`src/rtl/idma_rd_burst_split.sv`:
```
// Splits one linear read descriptor into 4KB-safe AXI INCR bursts, one {addr, awlen} word per FIFO push.
// Latency: first push 2 cycles after accept, then one burst per 2 cycles; push is held off while fifo_full_s is high.
module idma_rd_burst_split #(
   parameter int unsigned BUS_BYTES = 8,
   parameter int unsigned MAX_BEATS = 16,
   parameter int unsigned LEN_WID   = 32
) (
   input  logic               clk_s,
   input  logic               rst_s,
   input  logic               desc_valid,
   output logic               desc_ready,
   input  logic [31:0]        desc_addr,
   input  logic [LEN_WID-1:0] desc_len,
   input  logic               abort,
   input  logic               fifo_full_s,
   output logic               fifo_push_s,
   output logic [63:0]        fifo_data_s,
   output logic               busy,
   output logic               done,
   output logic               err,
   output logic [15:0]        burst_cnt
);
   localparam int unsigned OFF_W  = $clog2(BUS_BYTES);
   localparam int unsigned REM_W  = LEN_WID - OFF_W;
   localparam int unsigned BEAT_W = $clog2(MAX_BEATS) + 1;

   typedef enum logic [1:0] {IDLE, CALC, PUSH, DONE} state_t;

   state_t            state;
   logic [31:0]       cur_addr;
   logic [REM_W-1:0]  rem_beats;
   logic [BEAT_W-1:0] beats;
   logic [12:0]       to4k;
   logic [BEAT_W-1:0] cap;
   logic [BEAT_W-1:0] calc_beats;
   logic              misalign;
   logic              accept;
   logic              last_push;

   // Beats left before the next 4KB page, then the tightest of the three limits.
   always_comb begin
      to4k       = (13'd4096 - {1'b0, cur_addr[11:0]}) >> OFF_W;
      cap        = (rem_beats < REM_W'(MAX_BEATS)) ? rem_beats[BEAT_W-1:0] : BEAT_W'(MAX_BEATS);
      calc_beats = (13'(cap) < to4k) ? cap : to4k[BEAT_W-1:0];
   end

   assign accept      = (state == IDLE) && desc_ready && desc_valid;
   assign misalign    = (|desc_addr[OFF_W-1:0]) || (|desc_len[OFF_W-1:0]);
   assign last_push   = (rem_beats == REM_W'(beats));
   assign fifo_push_s = (state == PUSH) && !fifo_full_s;

   always_ff @(posedge clk_s or posedge rst_s) begin
      if (rst_s) begin
         state       <= IDLE;
         desc_ready  <= 1'b0;
         fifo_data_s <= '0;
         busy        <= 1'b0;
         done        <= 1'b0;
         err         <= 1'b0;
         burst_cnt   <= '0;
         cur_addr    <= '0;
         rem_beats   <= '0;
         beats       <= '0;
      end else begin
         done <= 1'b0;
         case (state)
            IDLE: begin
               desc_ready <= 1'b1;
               if (accept) begin
                  desc_ready <= 1'b0;
                  cur_addr   <= desc_addr;
                  rem_beats  <= desc_len[LEN_WID-1:OFF_W];
                  err        <= misalign;
                  burst_cnt  <= '0;
                  if (misalign || desc_len == '0) begin
                     state <= DONE;
                     done  <= 1'b1;
                     busy  <= 1'b0;
                  end else begin
                     state <= CALC;
                     busy  <= 1'b1;
                  end
               end
            end
            CALC: begin
               if (abort) begin
                  state <= DONE;
                  done  <= 1'b1;
                  busy  <= 1'b0;
               end else begin
                  beats       <= calc_beats;
                  fifo_data_s <= {cur_addr, 24'b0, 8'(calc_beats - 1'b1)};
                  state       <= PUSH;
               end
            end
            PUSH: begin
               if (!fifo_full_s) begin
                  cur_addr  <= cur_addr + (32'(beats) << OFF_W);
                  rem_beats <= rem_beats - REM_W'(beats);
                  burst_cnt <= burst_cnt + 16'd1;
               end
               // An abort on a push cycle still lets that word go out.
               if ((!fifo_full_s && last_push) || abort) begin
                  state <= DONE;
                  done  <= 1'b1;
                  busy  <= 1'b0;
               end else if (!fifo_full_s) begin
                  state <= CALC;
               end
            end
            DONE: begin
               state      <= IDLE;
               desc_ready <= 1'b1;
            end
            default: state <= IDLE;
         endcase
      end
   end

endmodule

```
`config.mk`:
```
export PLATFORM = sky130hd
export DESIGN_NAME = idma_rd_burst_split
export DESIGN_NICKNAME = d
export VERILOG_FILES = /design/src/rtl/idma_rd_burst_split.sv
export SDC_FILE = /design/constraint.sdc
export NUM_CORES = 1
export LEC_CHECK = 0
export ABC_AREA = 1
export BUFFER_PORTS_ARGS = -buffer_cell sky130_fd_sc_hd__buf_4
export CAP_MARGIN = 20
export CORE_UTILIZATION = 25
export CTS_BUF_LIST = sky130_fd_sc_hd__clkbuf_16
export DETAILED_ROUTE_END_ITERATION = 8
export MAX_ROUTING_LAYER = met4
export PLACE_DENSITY = 0.46
export SYNTH_ARGS = -nofsm -noshare
export SYNTH_HDL_FRONTEND = slang
export SYNTH_SLANG_ARGS = --single-unit
```
`constraint.sdc`:
```
create_clock -name clk_s -period 6.6 [get_ports clk_s]
set_input_delay 1.65 -clock clk_s [delete_from_list [all_inputs] [get_ports clk_s]]
set_output_delay 1.65 -clock clk_s [all_outputs]
set_load 0.01 [all_outputs]
```
==> impl_metrics.sql, run 1 <==
INSERT INTO impl_metrics (metric_group, metric, value, unit) VALUES
('logic_synthesis', 'syn_area', '7530', 'sq um'),
('sta', 'timing.final.setup_violations', '0', ''),
('worst_hold_path', 'min_path_type', 'flop to flop', ''),
('logic_synthesis', 'ys.flop_type', 'sky130_fd_sc_hd__dfrtp_1', ''),
('placed_design', 'post-dp-hpwl', '17100', 'um'),
('sta', 'worst_slack_on_hold_paths', '0.482', 'ns'),
('floorplanning', 'core', '29600', 'sq um'),
('floorplanning', 'effective_utilization_at_floorplan', '25.4', '%'),
('power_and_ir_drop', 'power_frac_clock', '22.8', '%'),
('cts', 'tritoncts', 'yes', ''),
('cts', 'cts.repair.resized', '0', ''),
('sta', 'finClkSkew', '0.0118', 'ns'),
('grt', 'groute.usage.overall', '16.4', '%'),
('floorplanning', 'fp-row-count', '63', ''),
('sta', 'timing.slew.headroom', '31.9', '%'),
('setup_path', 'critical_path.cell_chain', 'buf_4 -> and3_2 -> nor2_1 -> nor3_4 -> buf_4 -> nor2_4 -> buf_4 -> inv_2 -> o211ai_1 -> o21ai_0', ''),
('setup_path', 'cp-start-kind', 'input port', ''),
('finish', 'final_cell_mix', '193 x sky130_fd_sc_hd__nand2_1, 136 x sky130_fd_sc_hd__buf_4, 126 x sky130_fd_sc_hd__dfrtp_1', ''),
('setup_path', 'critical-path-slowest-cell', 'sky130_fd_sc_hd__inv_2', ''),
('power_and_ir_drop', 'netSwitchingPower', '1.74', 'mW'),
('setup_path', 'cp.required', '6.86', 'ns'),
('logic_synthesis', 'synth_cell_type_count', '50', ''),
('power_and_ir_drop', 'sequentialPowerShare', '33.3', '%'),
('logic_synthesis', 'synth-warning-count', '0', ''),
('sta', 'final_max_slew_viol_count', '0', ''),
('drt', 'postRouteAntennaNets', '0', ''),
('placed_design', 'routabilityCongestion', '0.820', ''),
('run_status', 'status', 'finished, final reports clean', ''),
('drt', 'detail_route.vias_per_cell', '4.60', ''),
('grt', 'grt_antenna_before_repair', '0', ''),
('sta', 'post-route-worst-setup-slack', '2.78', 'ns'),
('cts', 'cts_inserted_buffers', '17', ''),
('cts', 'clk_pin_slew_worst_paths', '0.06', 'ns'),
('floorplanning', 'ioPinCount', '154', ''),
('power_and_ir_drop', 'ir_worst_vdd', '0.175', 'mV'),
('placed_design', 'place_worst_setup_slack', '2.34', 'ns'),
('drt', 'detail_route.iter0.violations', '465', ''),
('cts', 'cts_root_buffer', 'sky130_fd_sc_hd__clkbuf_16', ''),
('finish', 'antenna_cells', '0', ''),
('finish', 'final_std_cell_area_no_fill', '9360', 'sq um'),
('power_and_ir_drop', 'power.share.combinational', '43.9', '%'),
('placed_design', 'place.port_buffers', '129', ''),
('cts', 'htree_num_levels', '4', ''),
('drt', 'vias', '6937', ''),
('setup_path', 'critPathKind', 'input port to flop', ''),
('finish', 'finish.utilization', '31.6', '%'),
('logic_synthesis', 'synth-seq-area-share', '41.9', '%'),
('drt', 'routed_wire_length_per_instance', '15.6', 'um'),
('finish', 'nNetsFinal', '1197', ''),
('finish', 'flow.area_growth_from_synthesis', '24.3', '%'),
('setup_path', 'worst_path_most_repeated_cell', 'sky130_fd_sc_hd__buf_4', ''),
('setup_path', 'worst-r2r-setup-slack', '3.28', 'ns'),
('cts', 'post_cts_buffers', '0', ''),
('logic_synthesis', 'ys_async_sr_fraction', '100', '%'),
('power_and_ir_drop', 'switching_share', '43.2', '%'),
('drt', 'first_pass_iters', '5', ''),
('grt', 'number_of_global_route_vias_before_repair', '6631', ''),
('sta', 'min_period', '3.82', 'ns'),
('grt', 'grt_start_max_net_pins', '77', ''),
('power_and_ir_drop', 'cell_internal_pwr', '2.29', 'mW'),
('logic_synthesis', 'post_synth_edffs', '0', ''),
('setup_path', 'crit_path_largest_cell_delay', '0.55', 'ns'),
('drt', 'routed_wl', '23600', 'um'),
('power_and_ir_drop', 'leakagePower', '4.36', 'nW'),
('sta', 'totalNegativeSetupSlack', '0', 'ns'),
('sta', 'hold_violations', '0', ''),
('setup_path', 'wp_data_arrival', '4.07', 'ns'),
('setup_path', 'crit_path_end_kind', 'flop', ''),
('finish', 'final_layout_size_suffix_gt1_share', '17.3', '%'),
('setup_path', 'critical_path.max_fanout', '59', ''),
('placed_design', 'placed_area', '8800', 'sq um');
flip-flops by register name (all words and copies together), names as in the netlist:
| register | count |
|---|---|
| burst_cnt | 16 |
| cur_addr | 32 |
| done | 1 |
| err | 1 |
| rem_beats | 29 |
| desc_ready | 1 |
| beats | 5 |
| busy | 1 |
| fifo_data_s | 38 |
| state | 2 |
synth_stat cells (3+ instances only):
cell type | number | area [sq um]
sky130_fd_sc_hd__xor2_1 | 13 | 114
sky130_fd_sc_hd__o211ai_1 | 20 | 150
sky130_fd_sc_hd__nand3_1 | 42 | 210
sky130_fd_sc_hd__nand4_1 | 18 | 113
sky130_fd_sc_hd__o21ai_0 | 112 | 561
sky130_fd_sc_hd__nor2_2 | 8 | 50.1
sky130_fd_sc_hd__nand2_1 | 194 | 728
sky130_fd_sc_hd__a221oi_1 | 6 | 52.6
sky130_fd_sc_hd__a211oi_1 | 4 | 30.0
sky130_fd_sc_hd__o22ai_1 | 10 | 62.6
sky130_fd_sc_hd__inv_2 | 3 | 11.3
sky130_fd_sc_hd__nor3_1 | 31 | 155
sky130_fd_sc_hd__nor2_1 | 90 | 338
sky130_fd_sc_hd__nor3b_1 | 3 | 22.5
sky130_fd_sc_hd__ha_1 | 20 | 250
sky130_fd_sc_hd__xnor2_1 | 4 | 35.0
sky130_fd_sc_hd__o21a_1 | 4 | 30.0
sky130_fd_sc_hd__or2_2 | 4 | 25.0
sky130_fd_sc_hd__buf_1 | 4 | 15.0
sky130_fd_sc_hd__buf_2 | 8 | 40.0
sky130_fd_sc_hd__dfrtp_1 | 126 | 3150
sky130_fd_sc_hd__a21oi_1 | 37 | 185
sky130_fd_sc_hd__inv_1 | 117 | 439
sky130_fd_sc_hd__clkbuf_1 | 19 | 71.3
sky130_fd_sc_hd__o221ai_1 | 4 | 35.0
sky130_fd_sc_hd__a31oi_1 | 3 | 18.8
sky130_fd_sc_hd__nor4_1 | 10 | 62.6
sky130_fd_sc_hd__o21ai_1 | 6 | 30.0
sky130_fd_sc_hd__buf_4 | 26 | 195
sky130_fd_sc_hd__a22oi_1 | 13 | 97.6
kinds of logic (layout without fill, tap and decap cells):
kind of cell               Yosys count  in the layout  synth area share, %
and+or+nand+nor                    414            414                 24.2
adders and majority gates           22             22                 3.86
DFF                                126            126                 41.9
xor gates and xnor gates            17             17                 1.98
buffers and inverters              179            289                 10.5
other                                1             24               0.0498
AOI/OAI and AO/OA                  227            227                 17.6
stage by stage:
stage               cells  power (mW)
floorplan            1009        2.52
global placement     1477        3.12
detailed placement   1477        3.14
CTS                  1509        4.08
global route         1509        4.42
finish               1509        4.03
power by group through the flow:
| stage | registers, mW | logic, mW | clock network (mW) |
|---|---|---|---|
| floorplan | 1.34 | 1.17 | 0 |
| detailed placement | 1.36 | 1.79 | 0 |
| CTS | 1.35 | 1.79 | 0.943 |
| global route | 1.39 | 2.04 | 0.978 |
| global placement | 1.35 | 1.77 | 0 |
| finish | 1.34 | 1.77 | 0.920 |
worst paths after layout:
| kind | startpoint | to | cells after the start |
|---|---|---|---|
| worst max-delay path | desc_valid | cur_addr[14]$_DFFE_PP0P_ | 10 |
| worst min-delay path | fifo_data_s[49]$_DFFE_PP0P_ | fifo_data_s[49]$_DFFE_PP0P_ | 2 |
| worst max register to register | rem_beats[5]$_DFFE_PP0P_ | fifo_data_s[2]$_DFFE_PP0P_ | 16 |
| worst min register to register | fifo_data_s[49]$_DFFE_PP0P_ | fifo_data_s[49]$_DFFE_PP0P_ | 2 |
| max in group asynchronous | rst_s | rem_beats[4]$_DFFE_PP0P_ | 3 |
| min in group asynchronous | rst_s | fifo_data_s[48]$_DFFE_PP0P_ | 2 |
worst max-delay path: cells and delay by family:
| family | cells | cell delay, ns |
|---|---|---|
| buffers and inverters | 4 | 1.39 |
| AND/OR/NAND/NOR | 4 | 0.63 |
| AO/OA/AOI/OAI | 2 | 0.38 |
cell type report:
type	instances	area [sq um]
Fill cell	3232	20300
Multi-Input combinational cell	704	3680
Sequential cell	126	3150
Timing Repair Buffer	136	1020
Tap cell	390	488
Inverter	121	457
Clock buffer	17	425
Clock inverter	15	133
metal layers:
metal	track usage [%]	share of wire (%)	vias to the layer above
li1	-	-	3509
met1	21.7	48	3231
met2	24.9	46	178
met3	3.74	5.1	19
met4	4.57	1.5	0
met5	-	0	-
No activity file was read; power rests on OpenSTA's default activity.
==> run 2, diff against run 1 <==
--- a/config.mk
+++ b/config.mk
@@ -5,14 +5,14 @@
 export SDC_FILE = /design/constraint.sdc
 export NUM_CORES = 1
 export LEC_CHECK = 0
-export ABC_AREA = 1
+export ABC_AREA = 0
 export BUFFER_PORTS_ARGS = -buffer_cell sky130_fd_sc_hd__buf_4
 export CAP_MARGIN = 20
 export CORE_UTILIZATION = 25
 export CTS_BUF_LIST = sky130_fd_sc_hd__clkbuf_16
 export DETAILED_ROUTE_END_ITERATION = 8
 export MAX_ROUTING_LAYER = met4
-export PLACE_DENSITY = 0.46
+export PLACE_DENSITY = 0.47
 export SYNTH_ARGS = -nofsm -noshare
 export SYNTH_HDL_FRONTEND = slang
 export SYNTH_SLANG_ARGS = --single-unit
==> constraint.sdc (replaced) <==
create_clock -name clk_s -period 3.5 [get_ports clk_s]
set_input_delay 0.875 -clock clk_s [delete_from_list [all_inputs] [get_ports clk_s]]
set_output_delay 0.875 -clock clk_s [all_outputs]
set_load 0.01 [all_outputs]
==> run 2 against run 1 <==
Against the previous run:
- the run now ends with setup timing left
- register-to-register slack worse by 3.6 ns
- sequential share of layout area down 2.4 points
- power grew 120%
- hold slack lost 0.0078 ns
- die area is 0.41% higher
- global-route usage increased by 0.86 points
- first-iteration DRC count is 11% lower
- clock skew rose by 0.00062 ns
- count of clock-buffer cells in the layout did not move
- final cell count is 1.5% lower
- critical path depth up 7
- synthesized cell count decreased by 8.9%
- largest power group unchanged
- highest routed layer unchanged
==> impl_metrics.sql, run 2 <==
INSERT INTO impl_metrics (metric_group, metric, value, unit) VALUES
('finish', 'final_cell_mix', '210 x sky130_fd_sc_hd__nand2_1, 209 x sky130_fd_sc_hd__buf_4, 126 x sky130_fd_sc_hd__dfrtp_1', ''),
('cts', 'htree_num_levels', '4', ''),
('cts', 'cts_inserted_buffers', '17', ''),
('finish', 'final_layout_size_suffix_gt1_share', '26.4', '%'),
('cts', 'clk_pin_slew_worst_paths', '0.06', 'ns'),
('setup_path', 'critical_path.max_fanout', '3', ''),
('logic_synthesis', 'netlist.top_cell.by_area', 'sky130_fd_sc_hd__dfrtp_1', ''),
('setup_path', 'critical-path-slowest-cell', 'sky130_fd_sc_hd__or4_4', ''),
('drt', 'detail_route.vias_per_cell', '4.80', ''),
('sta', 'timing.slew.headroom', '49.2', '%'),
('run_status', 'status', 'complete, but fails checks', ''),
('power_and_ir_drop', 'ir_worst_vdd', '0.412', 'mV'),
('setup_path', 'critPathKind', 'flop to flop', ''),
('grt', 'grt_pass1_wl', '40000', 'um'),
('logic_synthesis', 'synth_cell_type_count', '76', ''),
('drt', 'first_pass_iters', '5', ''),
('placed_design', 'post-dp-hpwl', '18100', 'um'),
('drt', 'detail_route.iter0.violations', '416', ''),
('setup_path', 'cp-start-kind', 'flop', ''),
('logic_synthesis', 'synthesis.area_per_instance', '8.42', 'sq um'),
('cts', 'clock_insertion_delay_worst_skew', '0.43', 'ns'),
('worst_hold_path', 'min_path_type', 'flop to flop', ''),
('sta', 'worst_slack_on_hold_paths', '0.474', 'ns'),
('finish', 'nNetsFinal', '1175', ''),
('finish', 'instances_no_fill', '1486', ''),
('placed_design', 'place.detailed.instances', '1444', ''),
('floorplanning', 'core', '29700', 'sq um'),
('logic_synthesis', 'top_area_cells_in_the_synthesized_netlist', 'sky130_fd_sc_hd__dfrtp_1 42%, sky130_fd_sc_hd__nand2_1 10%, sky130_fd_sc_hd__mux2i_1 3.4%, sky130_fd_sc_hd__ha_1 3.3%, sky130_fd_sc_hd__o21ai_0 3.0%', ''),
('drt', 'routed_wl', '24900', 'um'),
('finish', 'mostFrequentLayoutCell', 'sky130_fd_sc_hd__nand2_1', ''),
('cts', 'cts.sinks', '126', ''),
('cts', 'cts_hold_buffers', '0', ''),
('sta', 'min_period', '3.87', 'ns'),
('logic_synthesis', 'post_synth_edffs', '0', ''),
('sta', 'finClkSkew', '0.0124', 'ns'),
('logic_synthesis', 'synth-warning-count', '0', ''),
('grt', 'groute.usage.overall', '17.2', '%'),
('grt', 'overflow', '0', ''),
('cts', 'cts_root_buffer', 'sky130_fd_sc_hd__clkbuf_16', ''),
('drt', 'routed_wire_length_per_instance', '16.8', 'um'),
('floorplanning', 'die_area', '30900', 'sq um'),
('logic_synthesis', 'syn_area', '7560', 'sq um'),
('run_status', 'violated_checks', 'setup timing', ''),
('sta', 'fmax', '258', 'MHz'),
('sta', 'hold_violations', '0', ''),
('setup_path', 'cp.required', '3.82', 'ns'),
('logic_synthesis', 'post_synth_most_frequent_cells', '210 x sky130_fd_sc_hd__nand2_1, 126 x sky130_fd_sc_hd__dfrtp_1, 60 x sky130_fd_sc_hd__nor2_1, 46 x sky130_fd_sc_hd__o21ai_0, 42 x sky130_fd_sc_hd__a21oi_1', ''),
('drt', 'vias', '7132', ''),
('finish', 'largest_register_ff_count', '38', ''),
('setup_path', 'cp_top_family', 'simple AND/OR/NAND/NOR gates', ''),
('floorplanning', 'effective_utilization_at_floorplan', '25.4', '%'),
('floorplanning', 'fp-row-count', '63', ''),
('floorplanning', 'chipWidth', '176', 'um'),
('cts', 'tritoncts', 'yes', ''),
('logic_synthesis', 'syn_inst', '898', ''),
('setup_path', 'crit_path_end_kind', 'flop', ''),
('power_and_ir_drop', 'leakagePower', '4.63', 'nW'),
('drt', 'drc_errors', '0', ''),
('drt', 'postRouteAntennaNets', '0', ''),
('placed_design', 'routabilityCongestion', '0.844', ''),
('logic_synthesis', 'ys_async_sr_fraction', '100', '%'),
('grt', 'grt_antenna_before_repair', '0', ''),
('power_and_ir_drop', 'power.density', '865', 'nW/um^2'),
('setup_path', 'crit_path_largest_cell_delay', '0.54', 'ns'),
('sta', 'fin_crit_sh', '111', '%'),
('finish', 'final_std_cell_area_no_fill', '10100', 'sq um'),
('grt', 'number_of_global_route_vias_before_repair', '7166', ''),
('cts', 'clock_path_buffers', '2', ''),
('setup_path', 'wp_data_arrival', '4.19', 'ns'),
('sta', 'post-route-worst-setup-slack', '-0.369', 'ns'),
('logic_synthesis', 'synth_top_cell_area_share', '41.7', '%'),
('placed_design', 'placed_area', '9390', 'sq um'),
('logic_synthesis', 'ys.flop_type', 'sky130_fd_sc_hd__dfrtp_1', ''),
('logic_synthesis', 'postSynthRegisterBits', '126', ''),
('grt', 'grt_start_max_net_pins', '62', ''),
('sta', 'worst-slew-pin-transition', '0.760', 'ns'),
('logic_synthesis', 'synth-seq-area-share', '41.7', '%'),
('power_and_ir_drop', 'post-layout-total-power', '8.72', 'mW'),
('floorplanning', 'ioPinCount', '154', ''),
('finish', 'antenna_cells', '0', ''),
('setup_path', 'critical_path.cell_chain', 'or4_4 -> or2_4 -> nor4_4 -> buf_4 -> nand2b_4 -> nor2_4 -> ha_4 -> a21o_1 -> a211o_1 -> or2_4 -> o221a_4 -> mux2_4 -> ha_4 -> nand3b_1 -> o21ai_1 -> or3_1 -> o311ai_2', ''),
('sta', 'final_max_slew_viol_count', '0', ''),
('floorplanning', 'dieHeight', '176', 'um'),
('finish', 'flow.area_growth_from_synthesis', '33.4', '%'),
('setup_path', 'critical_path.n_buffers_inverters', '1', ''),
('finish', 'largest_registers', 'fifo_data_s x38, cur_addr x32, rem_beats x29', ''),
('logic_synthesis', 'yosysMostFrequentCell', 'sky130_fd_sc_hd__nand2_1', ''),
('sta', 'grt_setup_unrepaired', 'yes', ''),
('flow_run', 'max_cap_violations', '0', ''),
('finish', 'regMostFlops', 'fifo_data_s', ''),
('sta', 'timing.final.setup_violations', '8', ''),
('placed_design', 'place.port_buffers', '129', '');
-- run 2: final timing paths --
kind                                          endpoint                        start  cells after the start  slack [ns]
min                        fifo_data_s[39]$_DFFE_PP0P_  fifo_data_s[39]$_DFFE_PP0P_                      2        0.47
max reg2reg                 fifo_data_s[4]$_DFFE_PP0P_    rem_beats[16]$_DFFE_PP0P_                     17       -0.37
min in group asynchronous     burst_cnt[2]$_DFFE_PP0P_                        rst_s                      2        0.59
max in group asynchronous      cur_addr[1]$_DFFE_PP0P_                        rst_s                      3        2.13
min reg2reg                fifo_data_s[39]$_DFFE_PP0P_  fifo_data_s[39]$_DFFE_PP0P_                      2        0.47
max                         fifo_data_s[4]$_DFFE_PP0P_    rem_beats[16]$_DFFE_PP0P_                     17       -0.37
-- run 2: worst register-to-register path, cell delays in order (launching register included) --
cell and delay (ns):
sky130_fd_sc_hd__dfrtp_1 0.37, sky130_fd_sc_hd__or4_4 0.54, sky130_fd_sc_hd__or2_4 0.26, sky130_fd_sc_hd__nor4_4 0.12, sky130_fd_sc_hd__buf_4 0.17, sky130_fd_sc_hd__nand2b_4 0.07
sky130_fd_sc_hd__nor2_4 0.12, sky130_fd_sc_hd__ha_4 0.22, sky130_fd_sc_hd__a21o_1 0.15, sky130_fd_sc_hd__a211o_1 0.26, sky130_fd_sc_hd__or2_4 0.23, sky130_fd_sc_hd__o221a_4 0.23
sky130_fd_sc_hd__mux2_4 0.32, sky130_fd_sc_hd__ha_4 0.18, sky130_fd_sc_hd__nand3b_1 0.07, sky130_fd_sc_hd__o21ai_1 0.05, sky130_fd_sc_hd__or3_1 0.32, sky130_fd_sc_hd__o311ai_2 0.09
-- run 2: logic make-up (layout without fill, tap and decap cells) --
group / after synthesis / after routing / synth area share [%]
compound gates: 187 / 187 / 16.5
xor+xnor: 20 / 20 / 2.32
fa+ha+maj: 22 / 22 / 3.84
buf+inv: 103 / 278 / 6.54
flops: 126 / 126 / 41.7
mux: 29 / 29 / 3.94
other cells: 1 / 24 / 0.0496
simple gates: 410 / 410 / 25.1
-- run 2: layout make-up --
type / count / area, sq um
clock buffers: 17 / 425
clock inverters: 14 / 83.8
fillers: 3150 / 19600
inverters: 33 / 130
multi-input cells: 692 / 4170
flip-flops and latches: 126 / 3150
well taps: 390 / 488
repair buffers: 214 / 1640
-- run 2: per-layer routing --
layer	vias to the layer above	GRT usage (%)	wire (um)
met5	-	-	0
met1	3484	23.3	12200
met2	141	26.7	11600
li1	3488	-	-
met4	0	4.38	293
met3	19	2.58	753
-- run 2: timing repair --
| action | CTS | global route |
|---|---|---|
| buffers inserted | 7 | 4 |
| endpoints found under the setup margin | 7 | 10 |
| pin swaps | 6 | 3 |
| resized for setup | 9 | 13 |
| cloned | 0 | 0 |
-- run 2: per-stage QoR --
stage	worst slack (ns)	TNS, ns	util (%)
4_1_cts	-0.367	-0.579	33.6
3_3_place_gp	-0.370	-0.588	31.6
2_1_floorplan	-0.539	-1.01	-
6_report	-0.369	-0.680	33.9
3_5_place_dp	-0.445	-0.932	31.6
5_1_grt	-0.547	-2.15	33.9
-- run 2: report_power, final --
part           total (mW)  switching (mW)  internal, mW
logic                4.57            2.54          2.03
registers            2.59           0.513          2.08
clock network        1.56           0.680         0.883
